--- src/rtl/network_if_pkg.sv ---
// Shared definitions for the network injection path: flit type codes and VC id sizing.
package network_if_pkg;

  localparam logic [1:0] FlitHeader     = 2'd0;
  localparam logic [1:0] FlitPayload    = 2'd1;
  localparam logic [1:0] FlitTail       = 2'd2;
  localparam logic [1:0] FlitHeaderTail = 2'd3;

  // A single virtual network still needs a 1-bit VC id field.
  function automatic int vc_id_width(input int num_vn);
    return (num_vn <= 1) ? 1 : $clog2(num_vn);
  endfunction

endpackage

--- src/rtl/nif_sync_fifo.sv ---
// Single-clock FIFO holding one virtual network's flits; head is always visible.
module nif_sync_fifo #(
  parameter int Width = 8,
  parameter int Depth = 4
) (
  input  logic             clk_i,
  input  logic             rst_ni,
  input  logic             push_i,
  input  logic             pop_i,
  input  logic [Width-1:0] data_i,
  output logic             full_o,
  output logic             empty_o,
  output logic [Width-1:0] head_o
);

  localparam int AW = $clog2(Depth);

  logic [Width-1:0] mem_q [Depth];
  logic [AW-1:0]    wr_q, rd_q;
  logic [AW:0]      cnt_q, cnt_d;
  logic             do_push, do_pop;

  assign full_o  = (cnt_q == (AW+1)'(Depth));
  assign empty_o = (cnt_q == '0);
  assign head_o  = mem_q[rd_q];
  assign do_push = push_i && !full_o;
  assign do_pop  = pop_i && !empty_o;
  assign cnt_d   = cnt_q + (AW+1)'(do_push) - (AW+1)'(do_pop);

  always_ff @(posedge clk_i) begin
    if (!rst_ni) begin
      wr_q  <= '0;
      rd_q  <= '0;
      cnt_q <= '0;
    end else begin
      if (do_push) wr_q <= wr_q + 1'b1;
      if (do_pop)  rd_q <= rd_q + 1'b1;
      cnt_q <= cnt_d;
    end
  end

  // Storage needs no reset; occupancy alone defines validity.
  always_ff @(posedge clk_i) begin
    if (do_push) mem_q[wr_q] <= data_i;
  end

endmodule

--- src/rtl/network_vn_injector.sv ---
// Per-VN flit buffering with round-robin injection onto the router channel,
// optionally keeping a packet atomic from header to tail.
module network_vn_injector
  import network_if_pkg::*;
#(
  parameter int NetworkIfFlitWidth               = 64,
  parameter int NetworkIfFlitTypeWidth           = 2,
  parameter int NetworkIfBroadcastWidth          = 1,
  parameter int NetworkIfNumberOfVirtualNetworks = 2,
  parameter int NetworkIfVirtualChannelIdWidth   = vc_id_width(NetworkIfNumberOfVirtualNetworks),
  parameter int FifoDepth                        = 4,
  parameter int PacketLock                       = 0
) (
  input  logic                                                         clk_network_i,
  input  logic                                                         rst_network_ni,
  input  logic [NetworkIfNumberOfVirtualNetworks-1:0]                  in_valid_i,
  output logic [NetworkIfNumberOfVirtualNetworks-1:0]                  in_ready_o,
  input  logic [NetworkIfNumberOfVirtualNetworks*NetworkIfFlitWidth-1:0]     in_flit_i,
  input  logic [NetworkIfNumberOfVirtualNetworks*NetworkIfFlitTypeWidth-1:0] in_flit_type_i,
  input  logic [NetworkIfNumberOfVirtualNetworks*NetworkIfBroadcastWidth-1:0] in_broadcast_i,
  output logic                                                         network_valid_o,
  input  logic [NetworkIfNumberOfVirtualNetworks-1:0]                  network_ready_i,
  output logic [NetworkIfFlitWidth-1:0]                                network_flit_o,
  output logic [NetworkIfFlitTypeWidth-1:0]                            network_flit_type_o,
  output logic [NetworkIfBroadcastWidth-1:0]                           network_broadcast_o,
  output logic [NetworkIfVirtualChannelIdWidth-1:0]                    network_virtual_channel_id_o
);

  localparam int N  = NetworkIfNumberOfVirtualNetworks;
  localparam int FW = NetworkIfFlitWidth;
  localparam int TW = NetworkIfFlitTypeWidth;
  localparam int BW = NetworkIfBroadcastWidth;
  localparam int VW = NetworkIfVirtualChannelIdWidth;
  localparam int EW = FW + TW + BW;

  logic [N-1:0]         full, empty, push, pop, elig;
  logic [N-1:0][EW-1:0] head;
  logic [VW-1:0]        rr_q, rr_d, lock_vn_q, lock_vn_d, gnt_vn, cand;
  logic                 lock_q, lock_d, gnt;
  logic [EW-1:0]        gnt_head;
  logic [TW-1:0]        gnt_type;

  for (genvar v = 0; v < N; v++) begin : g_vn
    assign in_ready_o[v] = rst_network_ni && !full[v];
    assign push[v]       = in_valid_i[v] && in_ready_o[v];
    assign pop[v]        = gnt && (gnt_vn == VW'(v));
    assign elig[v]       = rst_network_ni && !empty[v] && network_ready_i[v] &&
                           ((PacketLock == 0) || !lock_q || (lock_vn_q == VW'(v)));

    nif_sync_fifo #(
      .Width (EW),
      .Depth (FifoDepth)
    ) u_fifo (
      .clk_i   (clk_network_i),
      .rst_ni  (rst_network_ni),
      .push_i  (push[v]),
      .pop_i   (pop[v]),
      .data_i  ({in_flit_i[v*FW +: FW], in_flit_type_i[v*TW +: TW], in_broadcast_i[v*BW +: BW]}),
      .full_o  (full[v]),
      .empty_o (empty[v]),
      .head_o  (head[v])
    );
  end

  // Scan from farthest to nearest so the nearest eligible VN after rr_q wins.
  always_comb begin
    gnt    = 1'b0;
    gnt_vn = '0;
    cand   = '0;
    for (int k = N; k >= 1; k--) begin
      cand = VW'((int'(rr_q) + k) % N);
      if (elig[cand]) begin
        gnt    = 1'b1;
        gnt_vn = cand;
      end
    end
  end

  assign gnt_head = head[gnt_vn];
  assign gnt_type = gnt_head[BW +: TW];

  assign network_valid_o              = gnt;
  assign {network_flit_o, network_flit_type_o, network_broadcast_o} = gnt ? gnt_head : '0;
  assign network_virtual_channel_id_o = gnt ? gnt_vn : '0;

  always_comb begin
    rr_d      = rr_q;
    lock_d    = lock_q;
    lock_vn_d = lock_vn_q;
    if (gnt) begin
      rr_d = gnt_vn;
      if (PacketLock != 0) begin
        if (gnt_type == TW'(FlitHeader)) begin
          lock_d    = 1'b1;
          lock_vn_d = gnt_vn;
        end else if (gnt_type == TW'(FlitTail)) begin
          lock_d = 1'b0;
        end
      end
    end
  end

  always_ff @(posedge clk_network_i) begin
    if (!rst_network_ni) begin
      rr_q      <= VW'(N - 1);
      lock_q    <= 1'b0;
      lock_vn_q <= '0;
    end else begin
      rr_q      <= rr_d;
      lock_q    <= lock_d;
      lock_vn_q <= lock_vn_d;
    end
  end

endmodule

--- config.mk ---
export PLATFORM = sky130hd
export DESIGN_NAME = network_vn_injector
export DESIGN_NICKNAME = d
export VERILOG_FILES = /design/src/rtl/network_if_pkg.sv /design/src/rtl/nif_sync_fifo.sv /design/src/rtl/network_vn_injector.sv
export SDC_FILE = /design/constraint.sdc
export NUM_CORES = 1
export LEC_CHECK = 0
export CAP_MARGIN = 10
export CORE_UTILIZATION = 29
export DETAILED_ROUTE_END_ITERATION = 10
export GPL_TIMING_DRIVEN = 1
export PLACE_DENSITY_LB_ADDON = 0.08
export SLEW_MARGIN = 20
export SYNTH_ARGS = -nofsm -noshare
export SYNTH_HDL_FRONTEND = slang
export SYNTH_SLANG_ARGS = --single-unit
--- constraint.sdc ---
create_clock -name clk_network_i -period 3.1 [get_ports clk_network_i]
set_input_delay 0.775 -clock clk_network_i [delete_from_list [all_inputs] [get_ports clk_network_i]]
set_output_delay 0.775 -clock clk_network_i [all_outputs]
set_load 0.05 [all_outputs]
==> reports/summary.txt, run 1 <==
RSZ-0062 raised after global routing: true
Critical Path RT: 2.32 ns
Crit end category: output pin
Failing checks: setup timing
Net count, final: 1435
Post-route ant nets: 0
H-tree levels: 3
NetSw: 0.00660 W
Worst Tran Pin Value: 0.385 ns
Largest delay share family, worst path: buffers and inverters
Largest net degree at the start of global routing: 39
Minimum clock period after layout: 3.22 ns
Critical setup path kind: reg -> out
Sequential power share: 37.3%
CTS tree: yes
Worst VDD drop: 409 uV
Clock power share: 32.6%
Dpl cells: 2135
Buffers & Inverters on Critical Path: 6
Post-Syn Area: 21400 sq um
Die Y: 274 microns
Number of global-route vias before repair: 11400
Arrival @ worst endpoint: 2.45 ns
Routed len/inst: 24.8 microns
Crit-path slowest cell: dfxtp_4
Synth area leaders: edfxtp_1 75%, mux4_2 13%, a22oi_1 2.3%
CP Max Fanout: 6
Worst-path clk slew: 0.06 ns
Final std cells w/o fill: 2291
Initial antenna violation count: 14
DRC viols: 0
CP Cell Sequence: o31a_1, buf_6, a21oi_4, buf_12, buf_4, buf_16, a22oi_2, nor2b_1, buf_4, buf_12
Clk buf depth: 3
FMAX: 0.310 GHz
Final Hold Vio Count: 0
Total core area: 73000 sq um
Antenna fix cells: 0
Type of origin of the critical path: flop
Mapped Cells: 963
Hold Crit Class: reg -> reg
Mean post-synth cell area: 22.2 sq um
Clock latency on the worst-skew pair: 0.59 ns
Total CTS buffers: 66
Detailed-route vias per instance: 4.66
Net switching fraction of the power: 27.9%
GP Congestion: 0.662
First drt pass iteration count: 6
Final setup margin: -0.124 ns
Endpoints failing setup: 60
Power, Total: 0.0236 W
GRT Residual Overflow: 0
I/O pin count: 211
First-pass GRT wire length: 82100 microns
Die Width: 274 microns
Pins Over Slew Limit: 0
Routed vias: 10700
Power density cells: 806 nW/um^2
Max stage delay on crit path: 0.34 ns
Util after Layout: 40.2%
Static Leakage: 9.29 nW
Port Buffers: 210
GR Util All Layers: 15.4%
Clock root cell: clkbuf_16
Final wirelength: 56800 microns
Die ar.: 74900 sq um
Max Cap Viol: 0
Internal Power: 0.0170 W
Rows: 99
Clock Skew: 0.0131 ns
Synth Register Bits: 555
Dominant cell type by area after synthesis: edfxtp_1
Rel. slew slack: 74.3%
Ys Warns: 0
Status: finished with violations
Share of cells above drive strength 1: 38.3%
Distinct cell type count after synthesis: 27
Yosys top cell area share: 75.2%
P&R area growth vs syn: 36.9%
HPWL after detailed placement: 33200 microns
Register area share after synthesis: 76.9%
Crit share post-route: 104%
Synthesized Nets: 1117
Starting density of the core: 29.3%
Drt initial violations: 552
CTS Sinks: 555
Comb pwr share: 30.1%
-- Yosys cell counts --
master and count:
xor2_1 3, mux4_1 11, buf_2 23, nand2_1 10, ha_1 12, clkbuf_2 1
buf_6 8, o21ai_0 3, o311a_1 2, o31a_1 4, buf_8 1, fa_1 2
and2_1 22, mux4_2 123, inv_1 13, buf_4 3, a21oi_4 1, xnor2_1 5
o21a_1 2, dfxtp_1 19, edfxtp_1 536, nand2b_1 2, o31ai_2 1, mux2i_1 2
a22oi_1 67, nor2b_1 68, clkbuf_1 19
-- worst register-to-register path, delay by kind of cell, from the launching register on --
kind / cells / cell delay (ns)
adder cells (fa/ha/maj): 3 / 0.87
buffers and inverters: 4 / 0.51
AO/OA/AOI/OAI: 2 / 0.45
flip-flops: 1 / 0.34
AND/OR/NAND/NOR: 2 / 0.31
XOR/XNOR: 1 / 0.13
-- power groups by stage --
stage / sequential [W] / combinational, W / clock (W)
after floorplan: 0.00892 / 0.00337 / 0
after global placement: 0.00899 / 0.00586 / 0
after detailed placement: 0.00900 / 0.00586 / 0
after CTS: 0.00882 / 0.00730 / 0.00794
after global routing: 0.00885 / 0.00754 / 0.00820
final: 0.00882 / 0.00710 / 0.00770
-- cell type report --
type / instances / area (sq um)
tap: 959 / 1200
multi-input combinational: 340 / 5020
sequential: 555 / 16500
inverter: 13 / 48.8
fill: 6495 / 43700
timing repair buffer: 305 / 4390
clock inverter: 35 / 364
clock buffer: 84 / 1790
-- metrics by stage --
step / cell area [sq um] / hold slack, ns / worst slack (ns) / TNS (ns)
2_1_floorplan: 21400 / 0.449 / 0.00576 / 0
3_3_place_gp: 26000 / 0.450 / -0.409 / -10.80
3_5_place_dp: 26000 / 0.465 / -0.402 / -10.96
4_1_cts: 29300 / 0.429 / -0.177 / -7.02
5_1_grt: 29300 / 0.451 / -0.228 / -9.95
6_report: 29300 / 0.472 / -0.124 / -3.14
-- kinds of logic (layout without fill, tap and decap cells) --
logic type | after synthesis | count (layout) | share of synthesized area (%)
buffers and inverters | 68 | 437 | 1.72
AND/OR/NAND/NOR | 102 | 102 | 2.86
AO/OA/AOI/OAI | 80 | 80 | 2.88
flip-flops | 555 | 555 | 76.9
XOR/XNOR | 8 | 8 | 0.327
multiplexers | 136 | 136 | 14.4
adder cells (fa/ha/maj) | 14 | 14 | 0.888
-- metal layers --
layer	vias to the layer above	global-route usage [%]	wire length (microns)
met5	-	0	173
li1	4670	-	-
met3	94	4.43	3120
met4	26	3.57	1040
met1	5671	20.0	24100
met2	220	25.5	28300
-- repair_timing --
action                     in CTS  in global routing
hold buffers                    0                  0
resized for setup             137                 22
setup buffers                  30                  3
setup endpoints to repair      67                 68
pin swaps                      42                 14
gates cloned                   11                  0
-- state kept, by name (all words and copies together) (netlist names), named ones only --
register           flops
g_vn.u_fifo.mem_q    536
g_vn.u_fifo.cnt_q      6
rr_q                   1
g_vn.u_fifo.wr_q       4
g_vn.u_fifo.rd_q       4
-- worst paths after layout --
kind / startpoint / endpoint / slack, ns / depth (start not counted)
min reg2reg: g_vn[0].u_fifo.rd_q[1] / flop / 0.47 / 2
max: g_vn[0].u_fifo.cnt_q[1] / network_flit_o[1] / -0.12 / 10
min: g_vn[0].u_fifo.rd_q[1] / flop / 0.47 / 2
max reg2reg: g_vn[0].u_fifo.cnt_q[1] / g_vn[0].u_fifo.cnt_q[2] / 0.37 / 12
-- cell usage in the layout (no fill, tap or decap), types with 15 or more instances in the layout --
| master | Yosys | routed |
|---|---|---|
| buf_16 | 0 | 15 |
| clkbuf_16 | 0 | 69 |
| mux4_2 | 123 | 126 |
| nor2b_2 | 0 | 52 |
| buf_4 | 3 | 30 |
| buf_12 | 0 | 109 |
| clkinv_1 | 0 | 15 |
| clkdlybuf4s50_1 | 0 | 136 |
| a22oi_2 | 0 | 54 |
| edfxtp_1 | 536 | 536 |
(Power assumes the default switching activity.)
==> run 2: changes to the inputs <==
--- a/config.mk
+++ b/config.mk
@@ -7,9 +7,10 @@
 export LEC_CHECK = 0
 export CAP_MARGIN = 10
 export CORE_UTILIZATION = 29
+export CTS_BUF_LIST = sky130_fd_sc_hd__clkbuf_4
 export DETAILED_ROUTE_END_ITERATION = 10
 export GPL_TIMING_DRIVEN = 1
-export PLACE_DENSITY_LB_ADDON = 0.08
+export PLACE_DENSITY_LB_ADDON = 0.3
 export SLEW_MARGIN = 20
 export SYNTH_ARGS = -nofsm -noshare
 export SYNTH_HDL_FRONTEND = slang
==> reports/summary.txt, run 2 (same netlist as run 1, synthesis figures left out) <==
Critical Path RT: 2.32 ns (about the same)
Port Buffers: 210 (unchanged)
Die ar.: 74900 sq um (unchanged)
Final setup margin: -0.417 ns (-0.293 ns)
Largest regs: g_vn.u_fifo.mem_q (536), g_vn.u_fifo.cnt_q (6)
Detailed-route vias per instance: 4.61 (-1.2%)
Share of cells above drive strength 1: 44.0% (+5.8 points)
Highest Signal Layer: met5
Drt initial violations: 571 (+3.4%)
Die Width: 274 microns (unchanged)
Met3 routed wirelength: 3430 microns (+9.9%)
Failing checks: setup timing
Power density cells: 780 nW/um^2 (-3.2%)
GP Congestion: 0.691 (+4.4%)
CTS tree: yes
Total CTS buffers: 150 (+130%)
Hold Crit Class: in -> reg
FMAX: 0.284 GHz (-8.3%)
Initial antenna violation count: 10 (-4)
Highest-count cells in the layout ignoring fill and taps: 536 x edfxtp_1, 220 x clkbuf_4, 138 x clkdlybuf4s50_1, 125 x mux4_2, 104 x buf_12
Worst Tran Pin Value: 0.442 ns (+0.0573 ns)
Arrival @ worst endpoint: 2.74 ns (+0.29 ns)
Endpoints failing setup: 68 (+13%)
Crit share post-route: 113% (+9.5 points)
Max reg flops: 536 (unchanged)
Starting density of the core: 29.3% (unchanged)
Static Leakage: 9.49 nW (+2.2%)
CP Max Fanout: 17 (+11)
R2R Setup Slk: 0.46 ns (+0.09 ns)
Minimum clock period after layout: 3.52 ns (+0.293 ns)
CTS Sinks: 555 (unchanged)
Met2 wire len: 29700 microns (+4.7%)
First-pass GRT wire length: 80600 microns (-1.9%)
Power, Total: 0.0229 W (-3.1%)
Placed cell area: 25900 sq um (-0.28%)
HPWL after detailed placement: 31400 microns (-5.5%)
First drt pass iteration count: 4 (-2)
Fillers: 6516 (+0.32%)
Number of global-route vias before repair: 12400 (+8.7%)
Total core area: 73000 sq um (unchanged)
Net count, final: 1531 (+6.7%)
Worst VDD drop: 404 uV (-1.2%)
Final Hold Vio Count: 0 (unchanged)
Commonest non-fill, non-tap cell in the layout: edfxtp_1
DRC viols: 0 (unchanged)
Critical setup path kind: reg -> out
P&R area growth vs syn: 37.0% (about the same)
Max Cap Viol: 0 (unchanged)
Routed len/inst: 23.6 microns (-4.7%)
Post-route ant nets: 0 (unchanged)
Largest Register: g_vn.u_fifo.mem_q
Rows: 99 (unchanged)
GRT Residual Overflow: 0 (unchanged)
GR Util All Layers: 15.2% (-0.22 points)
I/O pin count: 211 (unchanged)
Clock root cell: clkbuf_4
Rel. slew slack: 70.5% (-3.8 points)
Dpl cells: 2132 (-0.14%)
Final wirelength: 58000 microns (+2.2%)
Metal-1 WL: 23300 microns (-3.3%)
Clk buf depth: 3 (unchanged)
Cell area after layout: 29300 sq um (about the same)
Largest net degree at the start of global routing: 64 (+64%)
Worst-path clk slew: 0.06 ns (about the same)
H-tree levels: 4 (+1)
RSZ-0062 raised after global routing: true
Die Y: 274 microns (unchanged)
Hold Slack: 0.441 ns (-0.0308 ns)
Util after Layout: 40.2% (about the same)
Status: finished with violations
Pins Over Slew Limit: 0 (unchanged)
Final std cells w/o fill: 2457 (+7.2%)
Crit end category: output pin
Type of origin of the critical path: flop
Clock Skew: 0.0720 ns (+0.0589 ns)
Clock latency on the worst-skew pair: 0.97 ns (+0.38 ns)
Routed vias: 11300 (+6.0%)
[run 2: final timing paths]
| check | start | end | depth (start not counted) |
|---|---|---|---|
| max | g_vn[0].u_fifo.cnt_q[2] | network_flit_o[50] | 8 |
| min | in_flit_i[64] | g_vn[1].u_fifo.mem_q[1][3] | 1 |
| max reg2reg | g_vn[0].u_fifo.cnt_q[2] | g_vn[1].u_fifo.cnt_q[2] | 13 |
| min reg2reg | g_vn[1].u_fifo.rd_q[1] | flop | 2 |
[run 2: per-layer routing]
layer / global-route usage (%) / vias up
met2: 25.7 / 354
met3: 4.75 / 96
met4: 6.85 / 12
li1: - / 4971
met1: 17.7 / 5890
met5: 0 / -
[run 2: through the flow]
| stage | setup slack, ns | setup TNS (ns) |
|---|---|---|
| 2_1_floorplan | 0.00576 | 0 |
| 3_3_place_gp | -0.220 | -10.40 |
| 3_5_place_dp | -0.211 | -9.96 |
| 4_1_cts | -0.622 | -37.41 |
| 5_1_grt | -0.605 | -34.87 |
| 6_report | -0.417 | -23.72 |
[run 2: power breakdown]
part           total (W)  switching, W  internal, W
Clock            0.00656       0.00304      0.00353
Sequential       0.00883      0.000163      0.00866
Combinational    0.00750       0.00361      0.00389
Total             0.0229       0.00681       0.0161
[run 2: layout make-up]
cell class / count / area [sq um] / share of cell area, %
inverter: 13 / 48.8 / 0.166
sequential: 555 / 16500 / 56.3
timing repair buffer: 317 / 4650 / 15.9
clock inverter: 49 / 312 / 1.06
clock buffer: 220 / 1650 / 5.63
tap: 959 / 1200 / 4.09
multi-input combinational: 340 / 4950 / 16.9
antenna: 4 / 10.0 / 0.0341
[run 2: worst max-delay path, stage by stage (launching register included)]
cell     delay (ns)
dfxtp_2        0.32
o31a_1         0.34
buf_4          0.16
o21a_4         0.18
buf_12         0.18
a22oi_1        0.20
nor2b_1        0.08
buf_4          0.15
buf_12         0.14
[run 2: timing repair]
action                                 CTS  global route
setup endpoints to repair               68            69
hold buffers                             1             0
gates resized for setup                 72            76
cloned                                  12            13
endpoints found under the hold margin    1             0
setup buffers                           20             9
pin swaps                                8            22
==> run 3: changes to the inputs <==
--- a/config.mk
+++ b/config.mk
@@ -5,6 +5,7 @@
 export SDC_FILE = /design/constraint.sdc
 export NUM_CORES = 1
 export LEC_CHECK = 0
+export ABC_AREA = 1
 export CAP_MARGIN = 10
 export CORE_UTILIZATION = 29
 export CTS_BUF_LIST = sky130_fd_sc_hd__clkbuf_4
==> reports/summary.txt, run 3 <==
FMAX: 0.300 GHz (+5.5%)
Type of origin of the critical path: flop
Share of cells above drive strength 1: 32.1% (-12 points)
Die Y: 279 microns (+1.8%)
Max reg flops: 536 (unchanged)
Drt initial violations: 1153 (+100%)
Multi-input gate area: 6520 sq um (+32%)
Synth area leaders: edfxtp_1 73%, nand2_1 6.0%, nor2_1 6.0%
Failing checks: setup timing
CTS tree: yes
Pins Over Slew Limit: 0 (unchanged)
Post-synth top cells: 536 x edfxtp_1, 357 x nand2_1, 352 x nor2_1, 203 x nand3_1, 78 x a21oi_1
Status: finished with violations
Yosys top cell area share: 72.5% (-2.6 points)
Total core area: 75800 sq um (+3.9%)
Highest-count cells in the layout ignoring fill and taps: 536 x edfxtp_1, 300 x nand2_1, 258 x nor2_1, 229 x clkbuf_4, 162 x nand3_1
Starting density of the core: 29.3% (-0.081 points)
Routed vias: 16400 (+45%)
Beginning of the worst hold path: rst_network_ni
Max Cap Viol: 0 (unchanged)
I/O pin count: 211 (unchanged)
Mapped Cells: 1854 (+93%)
Clock Skew: 0.0575 ns (-0.0145 ns)
Commonest non-fill, non-tap cell in the layout: edfxtp_1
First-pass GRT wire length: 111000 microns (+38%)
Endpoints failing setup: 68 (unchanged)
Hold buffer count at CTS: 0 (-1)
CP Cell Sequence: nor2_4, a21oi_4, nand2_8, clkbuf_16, clkbuf_16, nand3_2, nand2_2, nor2_2, buf_12
Max stage delay on crit path: 0.35 ns (about the same)
Final Hold Vio Count: 0 (unchanged)
Post-route ant nets: 0 (unchanged)
Top_reg_cell synth: edfxtp_1
R2R Setup Slk: 0.45 ns (about the same)
Post-Synth Simple-Gate Area: 16.6% (+14 points)
Path depth of the worst reg2reg path: 14 (+1)
Combinational family with the most area after synthesis: simple AND/OR/NAND/NOR gates
Hold Crit Class: in -> reg
Largest net degree at the start of global routing: 68 (+6.3%)
Largest regs: g_vn.u_fifo.mem_q (536), g_vn.u_fifo.cnt_q (6)
Clock root cell: clkbuf_4
Static Leakage: 11.6 nW (+23%)
Rows: 101 (+2.0%)
Register area: 16500 sq um (unchanged)
GP Congestion: 0.743 (+7.5%)
GRT Residual Overflow: 0 (unchanged)
Minimum clock period after layout: 3.33 ns (-0.184 ns)
Synthesized Nets: 2008 (+80%)
Hold path cells: 4 (+3)
Port Buffers: 210 (unchanged)
Ys Warns: 0 (unchanged)
Worst-path clk slew: 0.07 ns (about the same)
Initial antenna violation count: 10 (unchanged)
CTS Sinks: 555 (unchanged)
Compound-Gate Fraction of Synth Area: 4.94% (+2.1 points)
Worst Tran Pin Value: 0.460 ns (+0.0178 ns)
P&R area growth vs syn: 45.9%
Routed len/inst: 23.8 microns (+0.70%)
Worst R2R Start: g_vn[1].u_fifo.cnt_q[0]
Total CTS buffers: 149 (-0.67%)
Clk buf depth: 3 (unchanged)
Final setup margin: -0.232 ns (+0.184 ns)
CP startpoint: g_vn[1].u_fifo.cnt_q[0]
Post-Syn Area: 22200 sq um (+3.6%)
Critical Path RT: 2.32 ns (about the same)
Die Width: 279 microns (+1.8%)
Register area share after synthesis: 74.2% (-2.7 points)
Die ar.: 77600 sq um (+3.6%)
Number of global-route vias before repair: 16200 (+31%)
Clock latency on the worst-skew pair: 1.00 ns (+0.03 ns)
Dominant cell type by area after synthesis: edfxtp_1
Arrival @ worst endpoint: 2.56 ns (-0.18 ns)
Proportion of synthesized area in mux cells: 0% (-14 points)
GR Util All Layers: 20.1% (+4.9 points)
Net count, final: 2428 (+59%)
HPWL after detailed placement: 37400 microns (+19%)
Final wirelength: 80000 microns (+38%)
Crit-path slowest cell: dfxtp_2
Hold Slack: 0.295 ns (-0.146 ns)
Adder-Cell Fraction of Synth Area: 0.857% (-0.031 points)
Power density cells: 733 nW/um^2 (-6.1%)
Crit end category: output pin
CP Max Fanout: 8 (-9)
H-tree levels: 4 (unchanged)
Mean post-synth cell area: 12.0 sq um (-46%)
Rel. slew slack: 69.3% (-1.2 points)
Top-count cell post-synth: edfxtp_1
Detailed-route vias per instance: 4.89 (+6.0%)
Xor and xnor area share after synthesis: 0.158% (-0.17 points)
Synth Register Bits: 555 (unchanged)
Worst VDD drop: 456 uV (+13%)
EDFF count, synth: 536 (unchanged)
Fillers: 6921 (+6.2%)
DRC viols: 0 (unchanged)
Largest Register: g_vn.u_fifo.mem_q
FFs w/ async S/R, synth: 0% (unchanged)
First drt pass iteration count: 5 (+1)
Crit share post-route: 107% (-5.9 points)
Critical setup path kind: reg -> out
RSZ-0062 raised after global routing: true
Worst path most repeated cell: clkbuf_16
Final TNS setup: -10.98 ns (+12.74 ns)
Distinct cell type count after synthesis: 23 (-15%)
[run 3: kinds of logic (layout without fill, tap and decap cells)]
| kind of cell | after synthesis | in the layout |
|---|---|---|
| AOI/OAI and AO/OA | 219 | 219 |
| xor gates and xnor gates | 4 | 4 |
| adders and majority gates | 14 | 14 |
| buffers and inverters | 149 | 678 |
| DFF | 555 | 555 |
| other | 0 | 2 |
| and+or+nand+nor | 913 | 914 |
[run 3: where the power goes]
group          internal [W]  switching [W]  leakage (nW)
Combinational       0.00356        0.00474          5.46
Clock               0.00362        0.00308          1.16
Sequential          0.00861       0.000127          5.02
Total                0.0158        0.00794          11.6
[run 3: metal layers]
metal | share of wire, % | vias up | global-route usage, % | wire length, microns
met5 | 0.071 | - | 0 | 57
met4 | 2.6 | 8 | 6.66 | 2080
met3 | 6.7 | 159 | 4.60 | 5360
met2 | 50 | 633 | 33.8 | 39800
met1 | 41 | 8187 | 25.4 | 32700
li1 | - | 7447 | - | -
[run 3: stage by stage]
stage	setup WS (ns)	util, %	area [sq um]	instances	power, W
4_1_cts	-0.384	41.4	31400	3349	0.0233
3_5_place_dp	-0.311	35.6	27000	3013	0.0145
5_1_grt	-0.372	42.7	32400	3363	0.0247
3_3_place_gp	-0.346	35.6	27000	3013	0.0144
6_report	-0.232	42.7	32400	3364	0.0237
2_1_floorplan	0.0390	-	22300	1854	0.0118
[run 3: final cells by class]
type                       instances  share of cell area, %
clock buffer                     229                   5.31
antenna                            2                 0.0155
sequential                       555                   51.0
timing repair buffer             372                   18.0
tap                              978                   3.78
inverter                          38                  0.622
multi-input combinational       1151                   20.1
clock inverter                    32                  0.777
timing repair inverter             7                  0.413
[run 3: worst paths after layout]
kind | end
setup / recovery | network_flit_o[41]
hold / removal | flop
setup reg to reg | g_vn[1].u_fifo.cnt_q[2]
hold reg to reg | flop
[run 3: what timing repair did]
item / CTS / global route
resized for setup: 291 / 198
setup buffers: 35 / 5
setup endpoints to repair: 69 / 68
pin swaps: 37 / 61
endpoints found under the hold margin: 0 / 0
gates cloned: 41 / 10
[run 3: worst max-delay path, delay by kind of cell (launching register included)]
kind | cells | cell delay (ns)
buffers and inverters | 3 | 0.56
and+or+nand+nor | 5 | 0.48
DFF | 1 | 0.35
AOI/OAI and AO/OA | 1 | 0.20
